**src/rtl/router_ctrl_fsm_if.sv**
```systemverilog
// Control bundle between the router packet-sequencing FSM and its neighbours.
// Inputs come from the input port, router_sync and router_reg; outputs steer router_reg and the FIFO write path.
interface router_ctrl_fsm_if #(
    parameter int N_PORTS = 3
);
    logic               pkt_valid;
    logic [1:0]         data_in;
    logic               fifo_full;
    logic [N_PORTS-1:0] fifo_empty;
    logic [N_PORTS-1:0] soft_reset;
    logic               parity_done;
    logic               low_packet_valid;

    logic               detect_add;
    logic               lfd_state;
    logic               ld_state;
    logic               full_state;
    logic               laf_state;
    logic               rst_int_reg;
    logic               write_enb_reg;
    logic               busy;
    logic [1:0]         sel_addr;

    modport master (
        output pkt_valid, data_in, fifo_full, fifo_empty, soft_reset,
               parity_done, low_packet_valid,
        input  detect_add, lfd_state, ld_state, full_state, laf_state,
               rst_int_reg, write_enb_reg, busy, sel_addr
    );

    modport slave (
        input  pkt_valid, data_in, fifo_full, fifo_empty, soft_reset,
               parity_done, low_packet_valid,
        output detect_add, lfd_state, ld_state, full_state, laf_state,
               rst_int_reg, write_enb_reg, busy, sel_addr
    );
endinterface

```
**src/rtl/router_ctrl_fsm.sv**
```systemverilog
// Moore packet-sequencing controller for the 1x3 router: header decode, FIFO stall handling,
// parity sequencing and abort on destination soft reset. All flags decode from the state register.
module router_ctrl_fsm #(
    parameter int N_PORTS = 3
) (
    input logic              clock,
    input logic              reset,
    router_ctrl_fsm_if.slave bus
);

    typedef enum logic [2:0] {
        DECODE_ADDRESS     = 3'd0,
        LOAD_FIRST_DATA    = 3'd1,
        LOAD_DATA          = 3'd2,
        FIFO_FULL_STATE    = 3'd3,
        LOAD_AFTER_FULL    = 3'd4,
        LOAD_PARITY        = 3'd5,
        CHECK_PARITY_ERROR = 3'd6,
        WAIT_TILL_EMPTY    = 3'd7
    } state_t;

    localparam logic [2:0] N_PORTS_W = 3'(N_PORTS);

    state_t     state;
    state_t     state_next;
    logic [1:0] sel_addr;
    logic [3:0] empty_pad;
    logic [3:0] soft_pad;
    logic       addr_valid;
    logic       hdr_accept;
    logic       abort;

    // Pad per-port vectors to the full 2-bit address range so an invalid address never indexes out of bounds.
    assign empty_pad  = 4'(bus.fifo_empty);
    assign soft_pad   = 4'(bus.soft_reset);
    assign addr_valid = ({1'b0, bus.data_in} < N_PORTS_W);
    assign hdr_accept = (state == DECODE_ADDRESS) && bus.pkt_valid && addr_valid;
    assign abort      = (state != DECODE_ADDRESS) && soft_pad[sel_addr];

    // NOTE: sequential state uses non-blocking assignments so every flop samples pre-edge values.
    always_ff @(posedge clock or posedge reset) begin
        if (reset) begin
            state <= DECODE_ADDRESS;
        end else begin
            state <= state_next;
        end
    end

    always_ff @(posedge clock or posedge reset) begin
        if (reset) begin
            sel_addr <= 2'd0;
        end else if (hdr_accept) begin
            sel_addr <= bus.data_in;
        end
    end

    // NOTE: state_next gets a default before the case so no path leaves it unassigned (no latch).
    always_comb begin
        state_next = state;
        if (abort) begin
            state_next = DECODE_ADDRESS;
        end else begin
            unique case (state)
                DECODE_ADDRESS: begin
                    if (hdr_accept) begin
                        state_next = empty_pad[bus.data_in] ? LOAD_FIRST_DATA : WAIT_TILL_EMPTY;
                    end
                end
                LOAD_FIRST_DATA: state_next = LOAD_DATA;
                LOAD_DATA: begin
                    // Full takes precedence: busy holds the parity byte until space frees up.
                    if (bus.fifo_full)       state_next = FIFO_FULL_STATE;
                    else if (!bus.pkt_valid) state_next = LOAD_PARITY;
                end
                FIFO_FULL_STATE: begin
                    if (!bus.fifo_full) state_next = LOAD_AFTER_FULL;
                end
                LOAD_AFTER_FULL: begin
                    if (bus.parity_done)           state_next = DECODE_ADDRESS;
                    else if (bus.low_packet_valid) state_next = LOAD_PARITY;
                    else                           state_next = LOAD_DATA;
                end
                LOAD_PARITY: state_next = CHECK_PARITY_ERROR;
                CHECK_PARITY_ERROR: begin
                    state_next = bus.fifo_full ? FIFO_FULL_STATE : DECODE_ADDRESS;
                end
                WAIT_TILL_EMPTY: begin
                    if (empty_pad[sel_addr]) state_next = LOAD_FIRST_DATA;
                end
                default: state_next = DECODE_ADDRESS;
            endcase
        end
    end

    assign bus.detect_add    = (state == DECODE_ADDRESS);
    assign bus.lfd_state     = (state == LOAD_FIRST_DATA);
    assign bus.ld_state      = (state == LOAD_DATA);
    assign bus.full_state    = (state == FIFO_FULL_STATE);
    assign bus.laf_state     = (state == LOAD_AFTER_FULL);
    assign bus.rst_int_reg   = (state == CHECK_PARITY_ERROR);
    assign bus.write_enb_reg = (state == LOAD_DATA) || (state == LOAD_PARITY) ||
                               (state == LOAD_AFTER_FULL);
    assign bus.busy          = (state != DECODE_ADDRESS) && (state != LOAD_DATA);
    assign bus.sel_addr      = sel_addr;

endmodule

```
**src/flat_wrapper.sv**
```systemverilog
// flat-port wrapper written by rule: the top's interface ports become plain ports
module router_ctrl_fsm_flat 
#(
    parameter int N_PORTS = 3
)
  (clock, reset, bus_pkt_valid, bus_data_in, bus_fifo_full, bus_fifo_empty, bus_soft_reset, bus_parity_done, bus_low_packet_valid, bus_detect_add, bus_lfd_state, bus_ld_state, bus_full_state, bus_laf_state, bus_rst_int_reg, bus_write_enb_reg, bus_busy, bus_sel_addr);
  router_ctrl_fsm_if #(.N_PORTS(N_PORTS)) bus_i ();
  input logic clock;
  input logic reset;
  input wire logic [$bits(bus_i.pkt_valid)-1:0] bus_pkt_valid;
  input wire logic [$bits(bus_i.data_in)-1:0] bus_data_in;
  input wire logic [$bits(bus_i.fifo_full)-1:0] bus_fifo_full;
  input wire logic [$bits(bus_i.fifo_empty)-1:0] bus_fifo_empty;
  input wire logic [$bits(bus_i.soft_reset)-1:0] bus_soft_reset;
  input wire logic [$bits(bus_i.parity_done)-1:0] bus_parity_done;
  input wire logic [$bits(bus_i.low_packet_valid)-1:0] bus_low_packet_valid;
  output wire logic [$bits(bus_i.detect_add)-1:0] bus_detect_add;
  output wire logic [$bits(bus_i.lfd_state)-1:0] bus_lfd_state;
  output wire logic [$bits(bus_i.ld_state)-1:0] bus_ld_state;
  output wire logic [$bits(bus_i.full_state)-1:0] bus_full_state;
  output wire logic [$bits(bus_i.laf_state)-1:0] bus_laf_state;
  output wire logic [$bits(bus_i.rst_int_reg)-1:0] bus_rst_int_reg;
  output wire logic [$bits(bus_i.write_enb_reg)-1:0] bus_write_enb_reg;
  output wire logic [$bits(bus_i.busy)-1:0] bus_busy;
  output wire logic [$bits(bus_i.sel_addr)-1:0] bus_sel_addr;
  assign bus_i.pkt_valid = bus_pkt_valid;
  assign bus_i.data_in = bus_data_in;
  assign bus_i.fifo_full = bus_fifo_full;
  assign bus_i.fifo_empty = bus_fifo_empty;
  assign bus_i.soft_reset = bus_soft_reset;
  assign bus_i.parity_done = bus_parity_done;
  assign bus_i.low_packet_valid = bus_low_packet_valid;
  assign bus_detect_add = bus_i.detect_add;
  assign bus_lfd_state = bus_i.lfd_state;
  assign bus_ld_state = bus_i.ld_state;
  assign bus_full_state = bus_i.full_state;
  assign bus_laf_state = bus_i.laf_state;
  assign bus_rst_int_reg = bus_i.rst_int_reg;
  assign bus_write_enb_reg = bus_i.write_enb_reg;
  assign bus_busy = bus_i.busy;
  assign bus_sel_addr = bus_i.sel_addr;
  router_ctrl_fsm #(.N_PORTS(N_PORTS)) u_core (.clock(clock), .reset(reset), .bus(bus_i));
endmodule
```
**config.mk**
```make
export PLATFORM = sky130hd
export DESIGN_NAME = router_ctrl_fsm_flat
export DESIGN_NICKNAME = d
export VERILOG_FILES = /design/src/rtl/router_ctrl_fsm_if.sv /design/src/rtl/router_ctrl_fsm.sv /design/src/flat_wrapper.sv
export SDC_FILE = /design/constraint.sdc
export NUM_CORES = 1
export LEC_CHECK = 0
export ABC_CLOCK_PERIOD_IN_PS = 3040
export BUFFER_PORTS_ARGS = -buffer_cell sky130_fd_sc_hd__buf_4
export CAP_MARGIN = 5
export CORE_AREA = 2 2 39 41
export CTS_CLUSTER_DIAMETER = 100
export DETAILED_ROUTE_END_ITERATION = 7
export DIE_AREA = 0 0 41 43
export HOLD_SLACK_MARGIN = 0.12
export PLACE_DENSITY = 0.7
export SYNTH_ARGS = -nofsm -noshare
export SYNTH_HDL_FRONTEND = slang
export SYNTH_SLANG_ARGS = --single-unit
export TNS_END_PERCENT = 5
```
**constraint.sdc**
```tcl
create_clock -name clock -period 3.04 [get_ports clock]
set_input_delay 0.152 -clock clock [delete_from_list [all_inputs] [get_ports clock]]
set_output_delay 0.152 -clock clock [all_outputs]
set_load 0.05 [all_outputs]
```
==> summary.md, run 1 <==
| Metric | Value |
|---|---|
| HP Start | bus_data_in[0] |
| Cell taking the most area after synthesis | dfrtp_1 |
| CTS tree | done |
| Seq cells post-synth | 5 |
| Fmax | slightly above 600 MHz |
| Multi-input logic area | 364.1 sq um |
| Flop pwr share | 22.0% |
| # IOs | 24 |
| Setup TNS Final | 0 ps |
| Overall die height | about 43 um |
| Hold Path End | u_core.bus.sel_addr[0]$_DFFE_PP0P_ |
| Die W | 41 um |
| Grt ovf | 0 |
| Ys flop type | dfrtp_1 |
| Reg2reg start | u_core.state[1]$_DFFE_PP0P_ |
| Pwr/cell area | 1230 nW/um^2 |
| Sw Share | 57.65% |
| Combinational Power Share | 69.7% |
| R2r setup slk | ~1400 ps |
| Gp weighted congestion | 0.8310 |
| Max-Cap Viols | 0 |
| Data arrival time of the critical path | roughly 1500 ps |
| Hold Crit Class | in -> reg |
| WS Path Type | reg -> out |
| Worst-margin pin slew | 556.2 ps |
| Util after Layout | roughly 53% |
| Fillers | 149 |
| Starting Density | 38.70% |
| Synthesis warning total | 0 |
| Unique masters post-synth | 31 |
| Synth-to-layout area growth | 37.62% |
| Most common cell in the netlist | nor2_1 |
| Detail Route Antenna Nets | 0 |
| Net Count, Synth | 80 |
| Inserted Diodes | 0 |
| Clk_lat worst skew | 240 ps |
| Fin crit period | 1645 ps |
| Crit path cell chain | inv_2, nor2_1, a21o_1, buf_4 |
| Reg area | 125.1 sq um |
| Critical Path Sink Type | primary output |
| Int Power | around 380 uW |
| Synth async-reset ratio | 100.0% |
| Max Clock Skew | 2.625 ps |
| CP max-delay cell | dfrtp_1 |
| Core area | between 1000 and 1500 sq um |
| Clock Tree Buf Depth | 2 |
| Synthesized cell area | ~540 sq um |
| Most frequent cells after synthesis | 12 x nor2_1, 5 x dfrtp_1, 5 x nand2_1 |
| Full die area | 1763 sq um |
| P_sw | 522.5 uW |
| Status | completed |
| Reg2reg end | u_core.state[1]$_DFFE_PP0P_ |
| VDD IR max | 0.5968 mV |
| Leak pwr | 0.3597 nW |
| Synth area leaders | dfrtp_1 23%, nor2_1 8.4%, mux2i_1 7.5% |
| CTS clk-pin slew, worst paths | around 40 ps |
| Final hold viol count | 0 |
| I/O Buffers | 23 |
| Register area share after synthesis | 23.36% |
| Required @ worst endpoint | 2890 ps |
| Cell row count | 14 |
| DPL Wire Length | 1.006 mm |
| Slew headroom | 62.92% |
| Via density per instance | 4.991 |
| Critical path launch point type | register |
| Final worst path period share | 54.10% |
| Clock root buffer master | clkbuf_4 |
| # DRC | 0 |
| TritonCTS Buffers | 3 |
| Fin nets | 106 |
| Drt first pass iters | 3 |
| Initial antenna violation count | 0 |
| Share of post-route cells with drive strength above 1 | 39.56% |
| Post_cts resized | 0 |
| Worst Path Max Fanout | 16 |
| DRT iter0 DRCs | 8 |
| CP max stage delay | between 600 and 700 ps |
| Unrepaired setup endpoints after global routing | no |
| Synth top area share | around a quarter |
| First-pass GRT wire length | 2.001 mm |
| GRT Util Overall | 16.40% |
| Worst reg2reg path depth | 5 |
| Total routed wirelength | 1.220 mm |
| Clk sink count | 5 |
| Vias in the first global route | ~520 |
| Avg Inst Size Synth | 8.114 sq um |
| Final setup fails | 0 |
| Largest net degree at the start of global routing | 17 |
| Number of flops mapped to enable cells by yosys | 0 |
| Number of cells on the worst hold path | 3 |
| Clock group share of total power | 8.2% |
| Synth Instances | 66 |
| Slew Limit Fails | 0 |
| Number of H-tree levels | 1 |
| DR vias | 534 |
| Drt wl/cell | 11.40 um |
==> repair_timing <==
item | in CTS | in global routing
buffers inserted | 0 | 0
hold buffers | 1 | 0
endpoints found under the hold margin | 5 | 0
==> flip-flops by register name, indices dropped and copies added, names as in the netlist <==
register and count:
u_core.bus.sel_addr 2, u_core.state 3
==> cell usage in the layout, fill, tap and decap left out <==
master | netlist | routed
inv_2 | 1 | 1
nor3b_1 | 1 | 1
or2b_1 | 1 | 1
inv_1 | 4 | 4
a21bo_2 | 1 | 1
mux2i_1 | 4 | 4
nor2_1 | 12 | 12
clkbuf_4 | 0 | 3
nand3_1 | 1 | 1
dlygate4sd3_1 | 0 | 1
o21ai_0 | 1 | 1
a21o_1 | 1 | 1
nor3_1 | 2 | 2
nor3_4 | 1 | 1
o211ai_1 | 1 | 1
and4bb_1 | 1 | 1
o21ai_2 | 1 | 1
nand3b_1 | 2 | 2
and3_1 | 2 | 2
a211oi_2 | 3 | 3
o211ai_2 | 1 | 1
a31oi_1 | 1 | 1
clkbuf_1 | 0 | 1
o21a_1 | 1 | 1
nand2b_1 | 3 | 3
a21oi_2 | 1 | 1
a221oi_2 | 1 | 1
nand2_1 | 5 | 5
buf_4 | 0 | 23
or2_1 | 1 | 1
dfrtp_1 | 5 | 5
a211oi_1 | 1 | 1
a21oi_1 | 3 | 3
==> metrics by stage <==
step                      instance area [sq um]  hold WS, ps  instances  setup WS (ps)  power, mW
final                                     737.0        218.9        107           1396     0.9063
after floorplan                           535.5       -69.48         66          866.6     0.6958
after detailed placement                  700.7        61.93        102           1453     0.8359
after CTS                                 737.0        210.1        107           1381     0.9162
after global placement                    700.7        59.29        102           1522     0.8274
after global routing                      737.0        232.6        107           1265     0.9729
==> worst max path at each step <==
stage                                            from                           to  slack [ps]  cells past startpoint
final                     u_core.state[1]$_DFFE_PP0P_            bus_write_enb_reg        1400                      4
after detailed placement  u_core.state[1]$_DFFE_PP0P_  u_core.state[1]$_DFFE_PP0P_        1450                      5
after floorplan           u_core.state[2]$_DFFE_PP0P_            bus_write_enb_reg         870                      5
after global routing      u_core.state[1]$_DFFE_PP0P_            bus_write_enb_reg        1270                      4
after global placement    u_core.state[1]$_DFFE_PP0P_  u_core.state[1]$_DFFE_PP0P_        1520                      5
after CTS                 u_core.state[1]$_DFFE_PP0P_            bus_write_enb_reg        1380                      4
==> kinds of logic after synthesis <==
family | share of synthesized area (%)
muxes | 7.477
AOI/OAI and AO/OA | 27.81
buffers and inverters | 8.642
and+or+nand+nor | 32.71
DFF | 23.36
==> metal layers <==
| layer | GRT usage, % | routed length, um |
|---|---|---|
| met1 | 21.12 | 543 |
| met2 | 25.94 | 663 |
| met3 | 1.571 | 13 |
| met4 | 8.000 | 0 |
| met5 | 0 | 0 |
==> worst max-delay path: cells and delay by family (launching register included) <==
family | cells | cell delay (ps)
AOI/OAI and AO/OA | 1 | 100
buffers and inverters | 2 | 300
DFF | 1 | 690
and+or+nand+nor | 1 | 160
==> area by class of cell <==
| class | count | share of cell area [%] |
|---|---|---|
| Clock buffer | 4 | 3.565 |
| Inverter | 5 | 2.547 |
| Multi-Input combinational cell | 53 | 49.41 |
| Sequential cell | 5 | 16.98 |
| Tap cell | 16 | 2.716 |
| Timing Repair Buffer | 24 | 24.79 |
==> power by group through the flow <==
stage | registers [mW] | logic (mW) | clock network, mW
after floorplan | 0.191 | 0.505 | 0
after global placement | 0.199 | 0.629 | 0
after detailed placement | 0.200 | 0.636 | 0
after CTS | 0.199 | 0.638 | 0.0793
after global routing | 0.211 | 0.679 | 0.0825
final | 0.200 | 0.632 | 0.0746
Power figures use the tool's default switching activity.
==> inputs of run 2 (changes only) <==
--- a/config.mk
+++ b/config.mk
@@ -5,15 +5,15 @@
 export SDC_FILE = /design/constraint.sdc
 export NUM_CORES = 1
 export LEC_CHECK = 0
-export ABC_CLOCK_PERIOD_IN_PS = 3040
+export ABC_AREA = 1
+export ABC_CLOCK_PERIOD_IN_PS = 1300
 export BUFFER_PORTS_ARGS = -buffer_cell sky130_fd_sc_hd__buf_4
 export CAP_MARGIN = 5
-export CORE_AREA = 2 2 39 41
+export CORE_UTILIZATION = 40
 export CTS_CLUSTER_DIAMETER = 100
 export DETAILED_ROUTE_END_ITERATION = 7
-export DIE_AREA = 0 0 41 43
 export HOLD_SLACK_MARGIN = 0.12
-export PLACE_DENSITY = 0.7
+export PLACE_DENSITY = 0.72
 export SYNTH_ARGS = -nofsm -noshare
 export SYNTH_HDL_FRONTEND = slang
 export SYNTH_SLANG_ARGS = --single-unit
==> constraint.sdc (replaced) <==
create_clock -name clock -period 1.3 [get_ports clock]
set_input_delay 0.065 -clock clock [delete_from_list [all_inputs] [get_ports clock]]
set_output_delay 0.065 -clock clock [all_outputs]
set_load 0.05 [all_outputs]
==> run 2 against run 1 <==
  * The run now ends with negative setup slack left
  * Power grew to 2.8 times the previous value
  * Sequential share of layout area is 3.0 points lower
  * Wire length is 57% higher
  * Non-clock buffer count is 11 higher
  * Clock skew is 0.55 ps higher
  * Area after synthesis is 0.47% lower
  * Combinational power grew to 3.2 times the previous value
  * Synthesized cell count is 55% higher
  * First-iteration DRC count grew to 6.6 times the previous value
  * Critical path type is now reg -> reg
  * Critical endpoint is now u_core.state[1]$_DFFE_PP0P_
  * Largest power group unchanged
==> summary.md, run 2 <==
| Metric | Value |
|---|---|
| Most common cell in the netlist | nand2_1 |
| Final worst path period share | 105.0% |
| Ys flop type | dfrtp_1 |
| Initial antenna violation count | 0 |
| Reg2reg start | u_core.state[0]$_DFFE_PP0P_ |
| Largest net degree at the start of global routing | 9 |
| Pwr/cell area | 2743 nW/um^2 |
| Unrepaired setup endpoints after global routing | yes |
| Worst path bufs/invs | 1 |
| Detail Route Antenna Nets | 0 |
| Core area | 1171 sq um |
| Crit. Startpoint | u_core.state[0]$_DFFE_PP0P_ |
| Vias in the first global route | ~660 |
| CTS clk-pin slew, worst paths | 40 ps |
| Required @ worst endpoint | 1420 ps |
| Max Clock Skew | about 3.2 ps |
| Slew Limit Fails | 0 |
| Drt wl/cell | 12.32 um |
| Cell taking the most area after synthesis | nand2_1 |
| Largest registers | u_core.state: 3 flops, u_core.bus.sel_addr: 2 flops |
| Leak pwr | 0.5460 nW |
| Worst Path Max Fanout | 6 |
| TritonCTS Buffers | 3 |
| Via density per instance | approximately 5.2 |
| GRT Util Overall | 23.85% |
| Number of H-tree levels | 1 |
| Synth-to-layout area growth | 74.65% |
| Synthesis warning total | 0 |
| Clock root buffer master | clkbuf_4 |
| Finished Cell Area | 930.9 sq um |
| Violated checks | negative setup slack |
| Hold Crit Class | in -> reg |
| Crit path cell chain | inv_2, nand2_1, nor2_2, nand3_1, nand2_1, nor2_2, nand3_1, nand2_1 |
| Status | complete, but fails checks |
| Cell row count | 12 |
| Post-route setup slack | -64.85 ps |
| R2r setup slk | -60 ps |
| Max-Cap Viols | 0 |
| Largest Register | u_core.state |
| Cell family with most CP delay | simple AND/OR/NAND/NOR gates |
| Setup TNS Final | -207.0 ps |
| VDD IR max | 1.565 mV |
| Seq cells post-synth | 5 |
| # DRC | 0 |
| HP Start | bus_data_in[1] |
| CTS tree | done |
| Critical Path Sink Type | register |
| Slew headroom | 86.91% |
| Starting Density | 45.51% |
| Fmax | 732.7 MHz |
| Drt first pass iters | 4 |
| CP max stage delay | 460 ps |
| Avg Inst Size Synth | 5.226 sq um |
| Synth area leaders | nand2_1 25%, dfrtp_1 23%, inv_1 14% |
| Fin nets | 156 |
| Max reg flops | 3 |
| # IOs | 24 |
| Synth top area share | 24.65% |
| Worst-margin pin slew | 194.3 ps |
| CP max-delay cell | dfrtp_2 |
| Inserted Diodes | 0 |
| Number of flops mapped to enable cells by yosys | 0 |
| DPL Wire Length | 1.190 mm |
| Clk_lat worst skew | about 240 ps |
| Net Count, Synth | 116 |
| Critical path launch point type | register |
| Grt ovf | 0 |
| Most frequent cells in the layout | 35 x nand2_1, 27 x buf_4, 18 x inv_1, 13 x nand3_1, 8 x nor2_1 |
| Overall die height | 38.51 um |
| Commonest non-fill, non-tap cell in the layout | nand2_1 |
| Clock Tree Buf Depth | 2 |
| Unique masters post-synth | 12 |
| Fin crit period | 1365 ps |
| First-pass GRT wire length | 2.504 mm |
| Gp weighted congestion | 0.8570 |
| DRT iter0 DRCs | 53 |
| Full die area | 1483 sq um |
| Final hold viol count | 0 |
| Most frequent cell on the critical path | nand2_1 |
| Register area share after synthesis | between 20% and 30% |
| Cell Area, Placed | 748.2 sq um |
| Share of post-route cells with drive strength above 1 | between 40% and 50% |
| Synth async-reset ratio | between 90% and 100% |
| WS Path Type | reg -> reg |
| Synth Instances | 102 |
| Most frequent cells after synthesis | 35 x nand2_1, 20 x inv_1, 15 x nand3_1 |
| Synthesized cell area | 533.0 sq um |
| Final setup fails | 5 |
| Die W | 38.51 um |
| DR vias | 810 |
| I/O Buffers | 23 |
| Total routed wirelength | 1.910 mm |
| Data arrival time of the critical path | 1480 ps |
| Clk sink count | 5 |
run 2: cell count changes after synthesis, sizes merged, moves of 2 or more:
| cell | delta |
|---|---|
| inv | +18 |
| nand2b | -3 |
| o21ai | +3 |
| nand2 | +30 |
| o211ai | -2 |
| nand3 | +15 |
| nor3 | -2 |
| buf | -3 |
| and3 | -2 |
| mux2i | -4 |
| a211oi | -4 |
run 2: final timing paths:
check | end | cells past startpoint
worst max register to register | u_core.state[1]$_DFFE_PP0P_ | 8
worst max-delay path | u_core.state[1]$_DFFE_PP0P_ | 8
worst min-delay path | u_core.bus.sel_addr[1]$_DFFE_PP0P_ | 3
worst min register to register | u_core.bus.sel_addr[0]$_DFFE_PP0P_ | 2
max in group asynchronous | u_core.bus.sel_addr[0]$_DFFE_PP0P_ | 3
min in group asynchronous | u_core.state[0]$_DFFE_PP0P_ | 3
run 2: cells by family after synthesis:
logic type / count (synthesis) / synth area share, %
simple gates: 66 / 52.11
buf+inv: 23 / 16.20
compound gates: 8 / 8.216
flops: 5 / 23.47
run 2: repair_timing:
action,CTS,global route
pin swaps,1,5
endpoints found under the hold margin,5,0
resized for setup,8,17
setup endpoints to repair,8,10
buffers inserted,4,5
hold buffers,1,0
run 2: stage by stage:
stage	hold WS [ps]	setup WS, ps	util [%]	cells	power (mW)
2_1_floorplan	-156.5	-329.3	-	102	1.465
3_3_place_gp	-23.41	10.89	63.89	141	1.914
3_5_place_dp	-27.63	-2.125	63.89	141	1.923
4_1_cts	136.3	-7.828	70.83	150	2.226
5_1_grt	179.1	-102.8	79.49	155	2.708
6_report	148.3	-64.85	79.49	155	2.553
run 2: per-layer routing:
metal  GRT usage, %  vias to the layer above  routed length [um]
li1               -                      391                   -
met1          32.37                      362                 800
met2          38.75                       51                 932
met3          1.163                        6                 139
met4          10.34                        0                  38
met5              0                        -                   0
run 2: cell type report:
class | count | area (sq um)
clock buffers | 4 | 26.28
flip-flops and latches | 5 | 130.1
fillers | 82 | 240.2
multi-input cells | 74 | 371.6
inverters | 23 | 93.84
repair buffers | 35 | 291.5
well taps | 14 | 17.52
run 2: tightest hold or removal path: stages:
cell and delay [ps]:
buf_4 120, inv_1 60, o21ai_0 80
run 2: where the power goes:
part | leakage (nW) | internal (mW) | total, mW | switching, mW
Combinational | 0.473 | 0.723 | 2.01 | 1.29
Clock | 0.0150 | 0.116 | 0.171 | 0.0558
Sequential | 0.0580 | 0.242 | 0.372 | 0.130
==> inputs of run 3 (changes only) <==
==> constraint.sdc (replaced) <==
create_clock -name clock -period 1.3 [get_ports clock]
set_input_delay 0.39 -clock clock [delete_from_list [all_inputs] [get_ports clock]]
set_output_delay 0.39 -clock clock [all_outputs]
set_load 0.05 [all_outputs]
==> run 3 against run 2 <==
  * The flow still finishes with violations (negative setup slack)
  * Hold slack improved by 310 ps
  * First-iteration DRC count decreased by 66%
  * Count of clock-buffer cells in the layout unchanged
  * Power increased by 11%
  * Via count decreased by 5.9%
  * Maximum frequency decreased by 18%
  * Clock skew decreased by 1.5 ps
  * Sequential power decreased by 4%
  * Non-clock buffer count decreased by 1
  * Core utilization increased by 5.2 points
  * Register-to-register slack improved by 30 ps
  * Critical path type is now reg -> out
  * Critical endpoint is now bus_busy
  * Highest routed layer unchanged
==> summary.md, run 3 (synthesized netlist as in run 2, its figures left out) <==
| Metric | Value |
|---|---|
| Unrepaired setup endpoints after global routing | yes |
| Detail Route Antenna Nets | 0 |
| Crit. Startpoint | u_core.state[2]$_DFFE_PP0P_ |
| # DRC | 0 |
| Overall die height | 38.51 um |
| Final setup fails | 10 |
| Worst reg2reg path depth | 8 |
| R2r setup slk | -30 ps |
| Crit path cell chain | inv_4, nand3_4, nand2_4, clkinvlp_4, buf_8 |
| Slew headroom | between 80% and 90% |
| Synth-to-layout area growth | 86.15% |
| Hold slack final | approximately 460 ps |
| I/O Buffers | 23 |
| Most frequent cells in the layout | 31 x nand2_1, 23 x buf_4, 17 x inv_1, 14 x nand3_1, 7 x nor2_1 |
| Final worst path period share | 127.7% |
| Fin nets | between 150 and 200 |
| Largest registers | u_core.state: 3 flops, u_core.bus.sel_addr: 2 flops |
| Slew Limit Fails | 0 |
| Clock Tree Buf Depth | 2 |
| Cell total after placement | ~150 |
| Final hold viol count | 0 |
| Share of post-route cells with drive strength above 1 | 43.57% |
| GRT Util Overall | 28.64% |
| Max reg flops | 3 |
| WS Path Type | reg -> out |
| DRT iter0 DRCs | 18 |
| Via density per instance | ~5 |
| Leak pwr | 0.5514 nW |
| Max-Cap Viols | 0 |
| Post-route setup slack | -360.4 ps |
| Fmax | 602.2 MHz |
| Worst-margin pin slew | 208.8 ps |
| Status | complete, but fails checks |
| DR vias | 762 |
| Largest net degree at the start of global routing | 7 |
| VDD IR max | 1.788 mV |
| Data arrival time of the critical path | approximately 1300 ps |
| Required @ worst endpoint | 910 ps |
| Number of H-tree levels | 1 |
| CTS tree | done |
| Critical Path Sink Type | primary output |
| Initial antenna violation count | 0 |
| TritonCTS Buffers | 3 |
| Hold Crit Class | in -> reg |
| Largest Register | u_core.state |
| Drt first pass iters | 4 |
| Pwr/cell area | 2866 nW/um^2 |
| CTS clk-pin slew, worst paths | around 50 ps |
| CP max stage delay | 420 ps |
| Clock root buffer master | clkbuf_4 |
| Max Clock Skew | between 1.5 and 2 ps |
| Setup TNS Final | -2299 ps |
| Grt ovf | 0 |
| Full die area | approximately 1500 sq um |
| DPL Wire Length | 1.405 mm |
| HP Start | bus_data_in[1] |
| Hold Path End | u_core.bus.sel_addr[1]$_DFFE_PP0P_ |
| Cell row count | 12 |
| # IOs | 24 |
| Fin crit period | 1660 ps |
| Gp weighted congestion | roughly 0.86 |
| Non-filler instance count after layout | 154 |
| Number of cells on the worst hold path | 3 |
| Clk_lat worst skew | around 250 ps |
| Starting Density | 45.51% |
| Violated checks | negative setup slack |
| First-pass GRT wire length | 2.911 mm |
| Inserted Diodes | 0 |
| Commonest non-fill, non-tap cell in the layout | nand2_1 |
| CP max-delay cell | dfrtp_2 |
| Total routed wirelength | 1.749 mm |
| Vias in the first global route | between 600 and 700 |
| Drt wl/cell | 11.36 um |
| Clk sink count | 5 |
| Reg2reg start | u_core.state[2]$_DFFE_PP0P_ |
| Die W | roughly 39 um |
| Critical path launch point type | register |
| Reg2reg end | u_core.state[0]$_DFFE_PP0P_ |
| Worst Path Max Fanout | 6 |
| Core area | 1171 sq um |
## run 3: report_power, final
| part | internal, mW | switching, mW |
|---|---|---|
| combinational | 0.897 | 1.39 |
| sequential | 0.242 | 0.114 |
| clock | 0.117 | 0.0804 |
| total | 1.26 | 1.59 |
## run 3: area by class of cell
class / count / area, sq um
Multi-Input combinational cell: 74 / 404.1
Timing Repair Buffer: 34 / 319.1
Fill cell: 80 / 178.9
Sequential cell: 5 / 130.1
Inverter: 23 / 95.09
Clock buffer: 4 / 26.28
Tap cell: 14 / 17.52
## run 3: how the worst max path moves through the flow
stage | to | cells past startpoint
2_1_floorplan | bus_busy | 5
3_3_place_gp | bus_busy | 6
3_5_place_dp | bus_busy | 6
4_1_cts | bus_busy | 6
5_1_grt | bus_busy | 5
6_report | bus_busy | 5
## run 3: repair_timing
| item | CTS | global route |
|---|---|---|
| endpoints found under the hold margin | 5 | 0 |
| endpoints found under the setup margin | 8 | 14 |
| setup buffers | 1 | 0 |
| resized for setup | 15 | 11 |
| hold buffers | 1 | 0 |
| pin swaps | 1 | 0 |
## run 3: layer usage
metal / wire, um / part of all wire (%) / vias up / track usage (%)
met3: 50 / 2.9 / 2 / 1.744
met5: 0 / 0 / - / 0
met1: 817 / 47 / 345 / 37.46
li1: - / - / 392 / -
met4: 14 / 0.80 / 0 / 10.34
met2: 866 / 50 / 23 / 48.75
## run 3: per-stage QoR
| step | power [mW] | util, % | worst slack [ps] | instance area (sq um) |
|---|---|---|---|---|
| 2_1_floorplan | 1.633 | - | -122.4 | 595.6 |
| 3_3_place_gp | 2.268 | 73.93 | -67.30 | 865.8 |
| 3_5_place_dp | 2.314 | 73.93 | -178.3 | 865.8 |
| 4_1_cts | 2.739 | 82.37 | -341.0 | 964.7 |
| 5_1_grt | 3.014 | 84.72 | -395.4 | 992.2 |
| 6_report | 2.844 | 84.72 | -360.4 | 992.2 |
## run 3: critical path, delay by kind of cell (launching register included)
family / cells / cell delay [ps]
flops: 1 / 420
buf+inv: 3 / 380
simple gates: 2 / 210
